### config.mk
export PLATFORM = sky130hd
export DESIGN_NAME = handshake_monitor_flat
export DESIGN_NICKNAME = d
export VERILOG_FILES = /design/src/rtl/handshake_monitor_pkg.sv /design/src/rtl/handshake_monitor_if.sv /design/src/rtl/handshake_channel_monitor.sv /design/src/rtl/handshake_monitor.sv /design/src/flat_wrapper.sv
export SDC_FILE = /design/constraint.sdc
export NUM_CORES = 1
export LEC_CHECK = 0
export BUFFER_PORTS_ARGS = -buffer_cell sky130_fd_sc_hd__clkbuf_2
export CAP_MARGIN = 10
export CORE_MARGIN = 8
export CORE_UTILIZATION = 56
export DETAILED_ROUTE_END_ITERATION = 10
export PLACE_DENSITY_LB_ADDON = 0.08
export SYNTH_ARGS = -nofsm -noshare
export SYNTH_HDL_FRONTEND = slang
export SYNTH_SLANG_ARGS = --single-unit
### constraint.sdc
create_clock -name CLK -period 3.8 [get_ports CLK]
set_input_delay 0.38 -clock CLK [delete_from_list [all_inputs] [get_ports CLK]]
set_output_delay 0.38 -clock CLK [all_outputs]
set_load 0.01 [all_outputs]
### src/rtl/handshake_monitor_pkg.sv
// ---------------------------------------------------------------------------
// handshake_monitor_pkg
// Shared types for the ready/valid protocol monitor:
//   ch_state_e - per-channel FSM state (IDLE, PENDING)
//   err_idx_e  - bit positions of the sticky error vector inside a channel
// ---------------------------------------------------------------------------
package handshake_monitor_pkg;

  typedef enum logic {
    IDLE    = 1'b0,
    PENDING = 1'b1
  } ch_state_e;

  typedef enum int unsigned {
    ERR_DROP    = 0,
    ERR_DATA    = 1,
    ERR_TIMEOUT = 2
  } err_idx_e;

  localparam int N_ERR = 3;

endpackage

### src/rtl/handshake_monitor_if.sv
// ---------------------------------------------------------------------------
// handshake_monitor_if
// Bundle of N ready/valid channels.
//   ch_valid [N_CHANNELS]            per-channel valid
//   ch_ready [N_CHANNELS]            per-channel ready
//   ch_data  [N_CHANNELS*DATA_WIDTH] payloads, channel i at [i*DATA_WIDTH +: DATA_WIDTH]
// Modports: master (producer), slave (consumer), monitor (passive observer).
// ---------------------------------------------------------------------------
interface handshake_monitor_if #(
  parameter int N_CHANNELS = 4,
  parameter int DATA_WIDTH = 8
);

  logic [N_CHANNELS-1:0]            ch_valid;
  logic [N_CHANNELS-1:0]            ch_ready;
  logic [N_CHANNELS*DATA_WIDTH-1:0] ch_data;

  modport master  (output ch_valid, output ch_data, input  ch_ready);
  modport slave   (input  ch_valid, input  ch_data, output ch_ready);
  modport monitor (input  ch_valid, input  ch_ready, input ch_data);

endinterface

### src/rtl/handshake_channel_monitor.sv
// ---------------------------------------------------------------------------
// handshake_channel_monitor
// Observes one ready/valid channel: counts transfers, tracks the current
// stall length and latches sticky drop / data-change / timeout flags.
// Optional concurrent checkers when HANDSHAKE_MONITOR_ASSERT_EN is defined.
// Ports:
//   CLK, RESETN    clock, synchronous active-low reset
//   clear          synchronous clear (same effect as reset)
//   valid, ready   channel handshake
//   data           channel payload
//   xfer_count     saturating completed-transfer count
//   stall_cycles   saturating current stall length
//   err            sticky flags, indexed by err_idx_e
// ---------------------------------------------------------------------------
module handshake_channel_monitor
  import handshake_monitor_pkg::*;
#(
  parameter int DATA_WIDTH     = 8,
  parameter int CNT_WIDTH      = 16,
  parameter int TIMEOUT_CYCLES = 64
`ifdef HANDSHAKE_MONITOR_ASSERT_EN
  , parameter int CH_INDEX     = 0
`endif
) (
  input  logic                  CLK,
  input  logic                  RESETN,
  input  logic                  clear,
  input  logic                  valid,
  input  logic                  ready,
  input  logic [DATA_WIDTH-1:0] data,
  output logic [CNT_WIDTH-1:0]  xfer_count,
  output logic [CNT_WIDTH-1:0]  stall_cycles,
  output logic [N_ERR-1:0]      err
);

  localparam logic [CNT_WIDTH-1:0] CNT_MAX     = '1;
  localparam logic [CNT_WIDTH-1:0] TIMEOUT_VAL = CNT_WIDTH'(TIMEOUT_CYCLES);
  localparam logic [CNT_WIDTH-1:0] ONE         = CNT_WIDTH'(1);

  ch_state_e             state;
  logic [DATA_WIDTH-1:0] captured;
  logic [CNT_WIDTH-1:0]  xfer_inc;
  logic [CNT_WIDTH-1:0]  stall_inc;

  // Saturating successors: counters stick at all-ones instead of wrapping.
  assign xfer_inc  = (xfer_count   == CNT_MAX) ? CNT_MAX : xfer_count + ONE;
  assign stall_inc = (stall_cycles == CNT_MAX) ? CNT_MAX : stall_cycles + ONE;

  // NOTE: all state is updated with non-blocking assignments so every register
  // samples pre-edge values; blocking here would create order-dependent races.
  always_ff @(posedge CLK) begin
    if (!RESETN || clear) begin
      state        <= IDLE;
      // NOTE: the captured payload is a plain register, not a memory, so it is
      // reset too; this keeps post-reset comparisons free of X.
      captured     <= '0;
      xfer_count   <= '0;
      stall_cycles <= '0;
      err          <= '0;
    end else begin
      case (state)
        IDLE: begin
          if (valid && ready) begin
            xfer_count <= xfer_inc;
          end else if (valid) begin
            captured     <= data;
            stall_cycles <= ONE;
            state        <= PENDING;
            // A one-cycle timeout budget is already exhausted by the first stall.
            if (TIMEOUT_VAL == ONE) err[ERR_TIMEOUT] <= 1'b1;
          end
        end
        PENDING: begin
          if (!valid) begin
            err[ERR_DROP] <= 1'b1;
            stall_cycles  <= '0;
            state         <= IDLE;
          end else begin
            // Re-capture so a single change is reported once, not every cycle.
            if (data != captured) begin
              err[ERR_DATA] <= 1'b1;
              captured      <= data;
            end
            if (ready) begin
              xfer_count   <= xfer_inc;
              stall_cycles <= '0;
              state        <= IDLE;
            end else begin
              stall_cycles <= stall_inc;
              if (stall_inc == TIMEOUT_VAL) err[ERR_TIMEOUT] <= 1'b1;
            end
          end
        end
        default: state <= IDLE;
      endcase
    end
  end

`ifdef HANDSHAKE_MONITOR_ASSERT_EN
  a_valid_hold: assert property (@(posedge CLK) disable iff (!RESETN)
    (valid && !ready) |=> valid)
    else $error("channel %0d: valid dropped while stalled, data=0x%0h", CH_INDEX, $sampled(data));

  a_data_stable: assert property (@(posedge CLK) disable iff (!RESETN)
    (valid && !ready) |=> $stable(data))
    else $error("channel %0d: payload changed while stalled, data=0x%0h", CH_INDEX, $sampled(data));

  a_stall_bound: assert property (@(posedge CLK) disable iff (!RESETN)
    not ((valid && !ready) [*TIMEOUT_CYCLES]))
    else $error("channel %0d: stall reached %0d cycles, data=0x%0h", CH_INDEX, TIMEOUT_CYCLES, $sampled(data));
`else
  // Checkers compiled out; the sticky flags are the only reporting path.
`endif

endmodule

### src/rtl/handshake_monitor.sv
// ---------------------------------------------------------------------------
// handshake_monitor
// Passive monitor for N_CHANNELS independent ready/valid channels. Drives no
// DUT signal. Optional SVA enabled by defining HANDSHAKE_MONITOR_ASSERT_EN.
// Ports:
//   CLK, RESETN   clock, synchronous active-low reset
//   clear         synchronous clear of counters, flags and FSMs
//   bus           monitored channels (handshake_monitor_if.monitor)
//   xfer_count    per-channel saturating transfer counts, CNT_WIDTH each
//   stall_cycles  per-channel current stall length, CNT_WIDTH each
//   err_drop      sticky: valid withdrawn before ready
//   err_data      sticky: payload changed while stalled
//   err_timeout   sticky: stall reached TIMEOUT_CYCLES
//   any_err       registered OR of all sticky flags (one cycle behind them)
// ---------------------------------------------------------------------------
module handshake_monitor
  import handshake_monitor_pkg::*;
#(
  parameter int N_CHANNELS     = 4,
  parameter int DATA_WIDTH     = 8,
  parameter int CNT_WIDTH      = 16,
  parameter int TIMEOUT_CYCLES = 64
) (
  input  logic                           CLK,
  input  logic                           RESETN,
  input  logic                           clear,
  handshake_monitor_if.monitor           bus,
  output logic [N_CHANNELS*CNT_WIDTH-1:0] xfer_count,
  output logic [N_CHANNELS*CNT_WIDTH-1:0] stall_cycles,
  output logic [N_CHANNELS-1:0]          err_drop,
  output logic [N_CHANNELS-1:0]          err_data,
  output logic [N_CHANNELS-1:0]          err_timeout,
  output logic                           any_err
);

  for (genvar i = 0; i < N_CHANNELS; i++) begin : gen_ch
    logic [N_ERR-1:0] err;

    handshake_channel_monitor #(
      .DATA_WIDTH     (DATA_WIDTH),
      .CNT_WIDTH      (CNT_WIDTH),
      .TIMEOUT_CYCLES (TIMEOUT_CYCLES)
`ifdef HANDSHAKE_MONITOR_ASSERT_EN
      , .CH_INDEX     (i)
`endif
    ) u_ch (
      .CLK          (CLK),
      .RESETN       (RESETN),
      .clear        (clear),
      .valid        (bus.ch_valid[i]),
      .ready        (bus.ch_ready[i]),
      .data         (bus.ch_data[i*DATA_WIDTH +: DATA_WIDTH]),
      .xfer_count   (xfer_count[i*CNT_WIDTH +: CNT_WIDTH]),
      .stall_cycles (stall_cycles[i*CNT_WIDTH +: CNT_WIDTH]),
      .err          (err)
    );

    assign err_drop[i]    = err[ERR_DROP];
    assign err_data[i]    = err[ERR_DATA];
    assign err_timeout[i] = err[ERR_TIMEOUT];
  end

  // Registered summary of the already-registered flags, hence one cycle later.
  always_ff @(posedge CLK) begin
    if (!RESETN || clear) any_err <= 1'b0;
    else                  any_err <= |{err_drop, err_data, err_timeout};
  end

endmodule

### src/flat_wrapper.sv
// flat-port wrapper written by rule: the top's interface ports become plain ports
module handshake_monitor_flat import handshake_monitor_pkg::*;
#(
  parameter int N_CHANNELS     = 4,
  parameter int DATA_WIDTH     = 8,
  parameter int CNT_WIDTH      = 16,
  parameter int TIMEOUT_CYCLES = 64
)
  (CLK, RESETN, clear, xfer_count, stall_cycles, err_drop, err_data, err_timeout, any_err, bus_ch_valid, bus_ch_ready, bus_ch_data);
  handshake_monitor_if #(.N_CHANNELS(N_CHANNELS), .DATA_WIDTH(DATA_WIDTH)) bus_i ();
  input  logic CLK;
  input  logic RESETN;
  input  logic clear;
  output logic [N_CHANNELS*CNT_WIDTH-1:0] xfer_count;
  output logic [N_CHANNELS*CNT_WIDTH-1:0] stall_cycles;
  output logic [N_CHANNELS-1:0] err_drop;
  output logic [N_CHANNELS-1:0] err_data;
  output logic [N_CHANNELS-1:0] err_timeout;
  output logic any_err;
  input wire logic [$bits(bus_i.ch_valid)-1:0] bus_ch_valid;
  input wire logic [$bits(bus_i.ch_ready)-1:0] bus_ch_ready;
  input wire logic [$bits(bus_i.ch_data)-1:0] bus_ch_data;
  assign bus_i.ch_valid = bus_ch_valid;
  assign bus_i.ch_ready = bus_ch_ready;
  assign bus_i.ch_data = bus_ch_data;
  handshake_monitor #(.N_CHANNELS(N_CHANNELS), .DATA_WIDTH(DATA_WIDTH), .CNT_WIDTH(CNT_WIDTH), .TIMEOUT_CYCLES(TIMEOUT_CYCLES)) u_core (.CLK(CLK), .RESETN(RESETN), .clear(clear), .bus(bus_i), .xfer_count(xfer_count), .stall_cycles(stall_cycles), .err_drop(err_drop), .err_data(err_data), .err_timeout(err_timeout), .any_err(any_err));
endmodule
==> flow_summary.toml, run 1 <==
[setup_path]
crit_arrival_ns = 2.97
endpoint_kind = "flip-flop"
crit_required_ns = 4.14
slowest_stage = "nor3_2"
cpPeakStageDelay_ns = 0.67
crit_path_start_kind = "flip-flop"
crit_type = "flip-flop to flip-flop"
crit_fanout = 13
path_cells = "ha_1, nand3_1, or3_1, nor3_2, o21ai_0, a21oi_1"

[sta]
relSlewSlack = 0.252
layout_worst_path_cycle_share = 0.691
rsz0062_at_grt = "no"
fin_tns_setup_ns = 0
finalClockSkew_ns = 0.00705
clock.fmax_mhz = 381
finalMaxSlewViolations = 0
post-route-min-period_ns = 2.63
worst_slew_pin_slew_ns = 1.12
hold_viol = 0
fin_ws_ns = 1.17
setup-violations-final = 0

[routing]
wl_met3_mm = 2.08
wl_met2_mm = 11.1
vias_per_cell = 5.80
firstDrtPassIters = 5
route.detailed.drc = 0
wl_met1_mm = 11.3
num_vias = 9113
highest_layer = "met4"
first_iter_violations = 628
ant_nets = 0
wl_per_cell_um = 15.8
drt_wl_total_mm = 24.8

[yosys]
syn-num-nets = 1247
synth_area_leaders = "dfxtp_1 (38%), a21oi_1 (8.1%), o21ai_0 (7.3%), xor2_1 (5.9%), nor2_1 (4.6%)"
async_flop_share = 0
synth.yosys.warnings = 0
netlist_instances = 1196
synth_cell_types = 62
synth_edf_count = 0
synth_ff_type = "dfxtp_1"
yosysTopAreaCell = "dfxtp_1"
syn_area_um2 = 9260
synth_seq_area_share = 0.383
yosys_register_bits = 177
avgSynthCellArea_um2 = 7.74
yosys.area.top_type_share = 0.383

[clock_network]
insertion_delay_ns = 0.43
clk_path_buf_depth = 2
cts_resized = 0
clk_pin_slew_ns = 0.07
cts_hold_repair.buffers = 0
h-tree-depth = 4
post_cts_buffers = 0
cts_buffers = 17
cts_tree = "built"
cts.sinks = 177
root_buffer = "clkbuf_16"

[layout]
fillerInstances = 1499
layout_common_cells = "clkbuf_2 (183), dfxtp_1 (177), a21oi_1 (150), o21ai_0 (135), nor2_1 (113)"
drive_above_1_share = 0.170
fin_util = 0.662
finalNetCount = 1389
layout_commonest_cell = "clkbuf_2"
fin_area_um2 = 10800
antenna_cells = 0
areaGrowthSynthToFinish_pct = 16.9

[place]
place_ws_ns = 1.23
gp_congestion = 0.869
io_buffers = 183
dp_hpwl_mm = 17.4
dpl_cell_area_um2 = 10200

[global_route]
overflow = 0
antenna_found_initial = 0
grt_usage = 0.235
grt_pass1_vias = 8201
grt_max_degree = 71
grt_pass1_wl_mm = 39.9

[die]
core-area_um2 = 16300
die_area_um2 = 20900
die_y_um = 145
rows = 47
io_pins = 184
die_w_um = 145
start_util = 0.566

[pwr]
pwr_density_cell_nw_per_um2 = 359
p_leak_nw = 4.19
ir_worst_vdd_mv = 0.335

[min_path]
min_path_type = "primary input to flip-flop"

[run]
max-cap-violations = 0

[status]
outcome = "completed"
routing by layer:
| layer | vias up | track usage |
|---|---|---|
| met5 | - | 0 |
| li1 | 4590 | - |
| met1 | 4222 | 0.306 |
| met4 | 0 | 0.0723 |
| met3 | 23 | 0.0759 |
| met2 | 278 | 0.361 |
Yosys cell counts (13+ instances only):
master	count
nand2_1	111
xor2_1	62
xnor2_1	29
nor2b_1	13
inv_1	16
a31oi_1	28
clkbuf_1	49
nor3_1	45
nand3_1	48
nor4_1	22
mux2i_1	16
and3_1	21
dfxtp_1	177
o21ai_0	135
nand4_1	28
nor2_1	113
a21oi_1	150
and4_1	16
final timing paths:
kind | endpoint | slack [ns] | start | depth (start not counted)
setup reg to reg | u_core.gen_ch[1].u_ch.stall_cycles[6]$_SDFFE_PP0P_ | 1.17 | u_core.gen_ch[1].u_ch.stall_cycles[0]$_SDFFE_PP0P_ | 6
hold / removal | u_core.gen_ch[3].u_ch.captured[6]$_SDFFE_PP0P_ | 0.21 | bus_ch_data[30] | 3
setup / recovery | u_core.gen_ch[1].u_ch.stall_cycles[6]$_SDFFE_PP0P_ | 1.17 | u_core.gen_ch[1].u_ch.stall_cycles[0]$_SDFFE_PP0P_ | 6
hold reg to reg | u_core.gen_ch[1].u_ch.captured[3]$_SDFFE_PP0P_ | 0.46 | u_core.gen_ch[1].u_ch.captured[3]$_SDFFE_PP0P_ | 2
power by group:
| part | leakage, nW | switching (W) | internal (W) | total (W) |
|---|---|---|---|---|
| Sequential | 1.43 | 0.0000140 | 0.00187 | 0.00188 |
| Combinational | 2.47 | 0.000120 | 0.0000610 | 0.000181 |
| Clock | 0.289 | 0.000748 | 0.00107 | 0.00182 |
| Total | 4.19 | 0.000882 | 0.00300 | 0.00388 |
kinds of logic after synthesis:
kind of cell / count (synthesis) / share of synthesized area
AOI/OAI and AO/OA: 355 / 0.210
xor gates and xnor gates: 91 / 0.0861
adders and majority gates: 8 / 0.0108
buffers and inverters: 80 / 0.0368
DFF: 177 / 0.383
muxes: 18 / 0.0197
and+or+nand+nor: 467 / 0.254
cell type report:
class / count / area, µm² / share of cell area
repair buffers: 187 / 946 / 0.0874
well taps: 220 / 275 / 0.0254
flip-flops and latches: 177 / 3540 / 0.327
inverters: 16 / 60.1 / 0.00555
clock inverters: 12 / 156 / 0.0145
multi-input cells: 939 / 5380 / 0.497
clock buffers: 20 / 457 / 0.0422
sequential cells by signal, summed over array words and instances (netlist names):
name,count
u_core.gen_ch.u_ch.stall_cycles,64
u_core.gen_ch.u_ch.state,4
u_core.gen_ch.u_ch.err,12
u_core.gen_ch.u_ch.xfer_count,64
u_core.gen_ch.u_ch.captured,32
u_core.any_err,1
critical path: cells and delay by family (launching register included):
kind | cells | cell delay, ns
adders and majority gates | 1 | 0.35
AOI/OAI and AO/OA | 2 | 0.38
and+or+nand+nor | 3 | 1.35
DFF | 1 | 0.46
metrics by stage:
step	hold WS, ns	power (W)	std cells
after CTS	0.194	0.00391	1571
after global routing	0.211	0.00401	1571
final	0.208	0.00388	1571
after floorplan	0.444	0.00203	1196
after global placement	0.450	0.00210	1539
after detailed placement	0.455	0.00210	1539
Note: power is estimated with default switching activity, not from simulation.
==> run 2, diff against run 1 <==
--- a/config.mk
+++ b/config.mk
@@ -8,7 +8,7 @@
 export BUFFER_PORTS_ARGS = -buffer_cell sky130_fd_sc_hd__clkbuf_2
 export CAP_MARGIN = 10
 export CORE_MARGIN = 8
-export CORE_UTILIZATION = 56
+export CORE_UTILIZATION = 50
 export DETAILED_ROUTE_END_ITERATION = 10
 export PLACE_DENSITY_LB_ADDON = 0.08
 export SYNTH_ARGS = -nofsm -noshare
==> constraint.sdc (replaced) <==
create_clock -name CLK -period 2.1 [get_ports CLK]
set_input_delay 0.21 -clock CLK [delete_from_list [all_inputs] [get_ports CLK]]
set_output_delay 0.21 -clock CLK [all_outputs]
set_load 0.01 [all_outputs]
==> run 2 against run 1 <==
Combinational power grew 98%. Utilization shrank 2.8 points. Die area grew 11%. Via count grew 3.6%. Sequential cell count is the same. First-iteration DRC count shrank 16%. Fmax grew 31%. Clock power grew 75%.
==> flow_summary.toml, run 2 (same netlist as run 1, synthesis figures left out) <==
[routing]
firstDrtPassIters = 5
drt_wl_total_mm = 26.5
ant_nets = 0
vias_per_cell = 5.68
wl_per_cell_um = 15.9
route.detailed.drc = 0
num_vias = 9439
first_iter_violations = 525

[layout]
fin_util = 0.634
largestRegisters = "u_core.gen_ch.u_ch.stall_cycles x64, u_core.gen_ch.u_ch.xfer_count x64, u_core.gen_ch.u_ch.captured x32"
layout_commonest_cell = "clkbuf_2"
fillerInstances = 1649
drive_above_1_share = 0.224
finalNetCount = 1472
fin_area_um2 = 11500
areaGrowthSynthToFinish_pct = 23.8
layout_common_cells = "clkbuf_2 (183), dfxtp_1 (173), a21oi_1 (150), o21ai_0 (135), nor2_1 (112)"
antenna_cells = 0

[die]
rows = 49
die_w_um = 152
core-area_um2 = 18100
start_util = 0.512
io_pins = 184
die_area_um2 = 23100
die_y_um = 152

[setup_path]
crit_arrival_ns = 2.38
critical_path.endpoint = "u_core.gen_ch[1].u_ch.err[2]$_SDFFE_PP0P_"
rr_endpoint = "u_core.gen_ch[1].u_ch.err[2]$_SDFFE_PP0P_"
crit_type = "flip-flop to flip-flop"
crit_fanout = 6
crit_path_start_kind = "flip-flop"
worstSetupStartpoint = "u_core.gen_ch[1].u_ch.stall_cycles[0]$_SDFFE_PP0P_"
reg2reg_depth = 7
crit_required_ns = 2.47
rrSetupSlack_ns = 0.09
r2r-start = "u_core.gen_ch[1].u_ch.stall_cycles[0]$_SDFFE_PP0P_"
endpoint_kind = "flip-flop"

[clock_network]
cts_buffers = 17
root_buffer = "clkbuf_16"
cts_tree = "built"
cts.sinks = 177
insertion_delay_ns = 0.42
cts_hold_repair.buffers = 0
clk_pin_slew_ns = 0.07
clk_path_buf_depth = 2
h-tree-depth = 4

[sta]
setup-violations-final = 0
finalMaxSlewViolations = 0
holdWs_ns = 0.0439
fin_ws_ns = 0.0902
rsz0062_at_grt = "yes"
post-route-min-period_ns = 2.01
fin_tns_setup_ns = 0
layout_worst_path_cycle_share = 0.957
clock.fmax_mhz = 498
hold_viol = 0
finalClockSkew_ns = 0.00703
worst_slew_pin_slew_ns = 1.02
relSlewSlack = 0.319

[place]
gp_congestion = 0.870
dp_hpwl_mm = 19.2
dpl_cell_area_um2 = 10900
place_ws_ns = -0.0406
io_buffers = 183

[run]
max-cap-violations = 0

[pwr]
pwr-share-comb = 0.052
pwr-share-seq = 0.489
switching_share = 0.228
p_leak_nw = 4.61
p_int_w = 0.00536
clockPowerShare = 0.459
switchingPower_w = 0.00159
pwr_density_cell_nw_per_um2 = 606
ir_worst_vdd_mv = 0.538

[global_route]
antenna_found_initial = 0
overflow = 0
grt_max_degree = 73
grt_pass1_vias = 8923
grt_pass1_wl_mm = 44.2
grt_usage = 0.224

[min_path]
min_path_type = "primary input to flip-flop"
hp-start = "bus_ch_data[31]"
holdPathStages = 3

[status]
outcome = "completed"
run 2: how the worst min path moves through the flow:
stage / endpoint
global route: u_core.gen_ch[2].u_ch.captured[6]$_SDFFE_PP0P_
CTS: u_core.gen_ch[3].u_ch.captured[7]$_SDFFE_PP0P_
detailed placement: u_core.gen_ch[2].u_ch.captured[2]$_SDFFE_PP0P_
finish: u_core.gen_ch[3].u_ch.captured[7]$_SDFFE_PP0P_
floorplan: u_core.gen_ch[3].u_ch.captured[0]$_SDFFE_PP0P_
global placement: u_core.gen_ch[0].u_ch.captured[3]$_SDFFE_PP0P_
run 2: through the flow:
stage,instances,power (W)
floorplan,1196,0.00368
global placement,1630,0.00383
detailed placement,1630,0.00384
CTS,1662,0.00702
global route,1663,0.00719
finish,1663,0.00695
run 2: final cells by class:
type	count	area, µm²	area share
Inverter	16	60.1	0.00524
Sequential cell	177	3550	0.310
Timing Repair Buffer	270	1570	0.137
Clock inverter	9	104	0.00906
Clock buffer	23	479	0.0418
Multi-Input combinational cell	939	5420	0.472
Tap cell	229	287	0.0250
run 2: routing by layer:
metal / global-route usage / up-vias / wire length [µm]
met5: 0 / - / 0
met4: 0.0847 / 0 / 601
met3: 0.0647 / 40 / 1890
met2: 0.354 / 246 / 12000
met1: 0.285 / 4387 / 12000
li1: - / 4766 / -
run 2: power groups by stage:
stage / Combinational (W) / Sequential (W) / Clock [W]
floorplan: 0.000197 / 0.00348 / 0
global placement: 0.000355 / 0.00348 / 0
detailed placement: 0.000358 / 0.00348 / 0
CTS: 0.000361 / 0.00340 / 0.00326
global route: 0.000400 / 0.00340 / 0.00339
finish: 0.000358 / 0.00340 / 0.00319
run 2: repair_timing:
| item | CTS | global route |
|---|---|---|
| endpoints found under the setup margin | 1 | 3 |
| hold endpoints to repair | 0 | 0 |
| resized for setup | 1 | 4 |
| buffers inserted | 0 | 1 |
| pin swaps | 0 | 5 |
run 2: worst max-delay path: stages, from the launching register on:
cell,delay (ns)
dfxtp_4,0.34
ha_1,0.20
nand3_2,0.10
or3_1,0.47
nor2_2,0.17
mux2_2,0.36
a2111oi_2,0.21
a21o_1,0.11
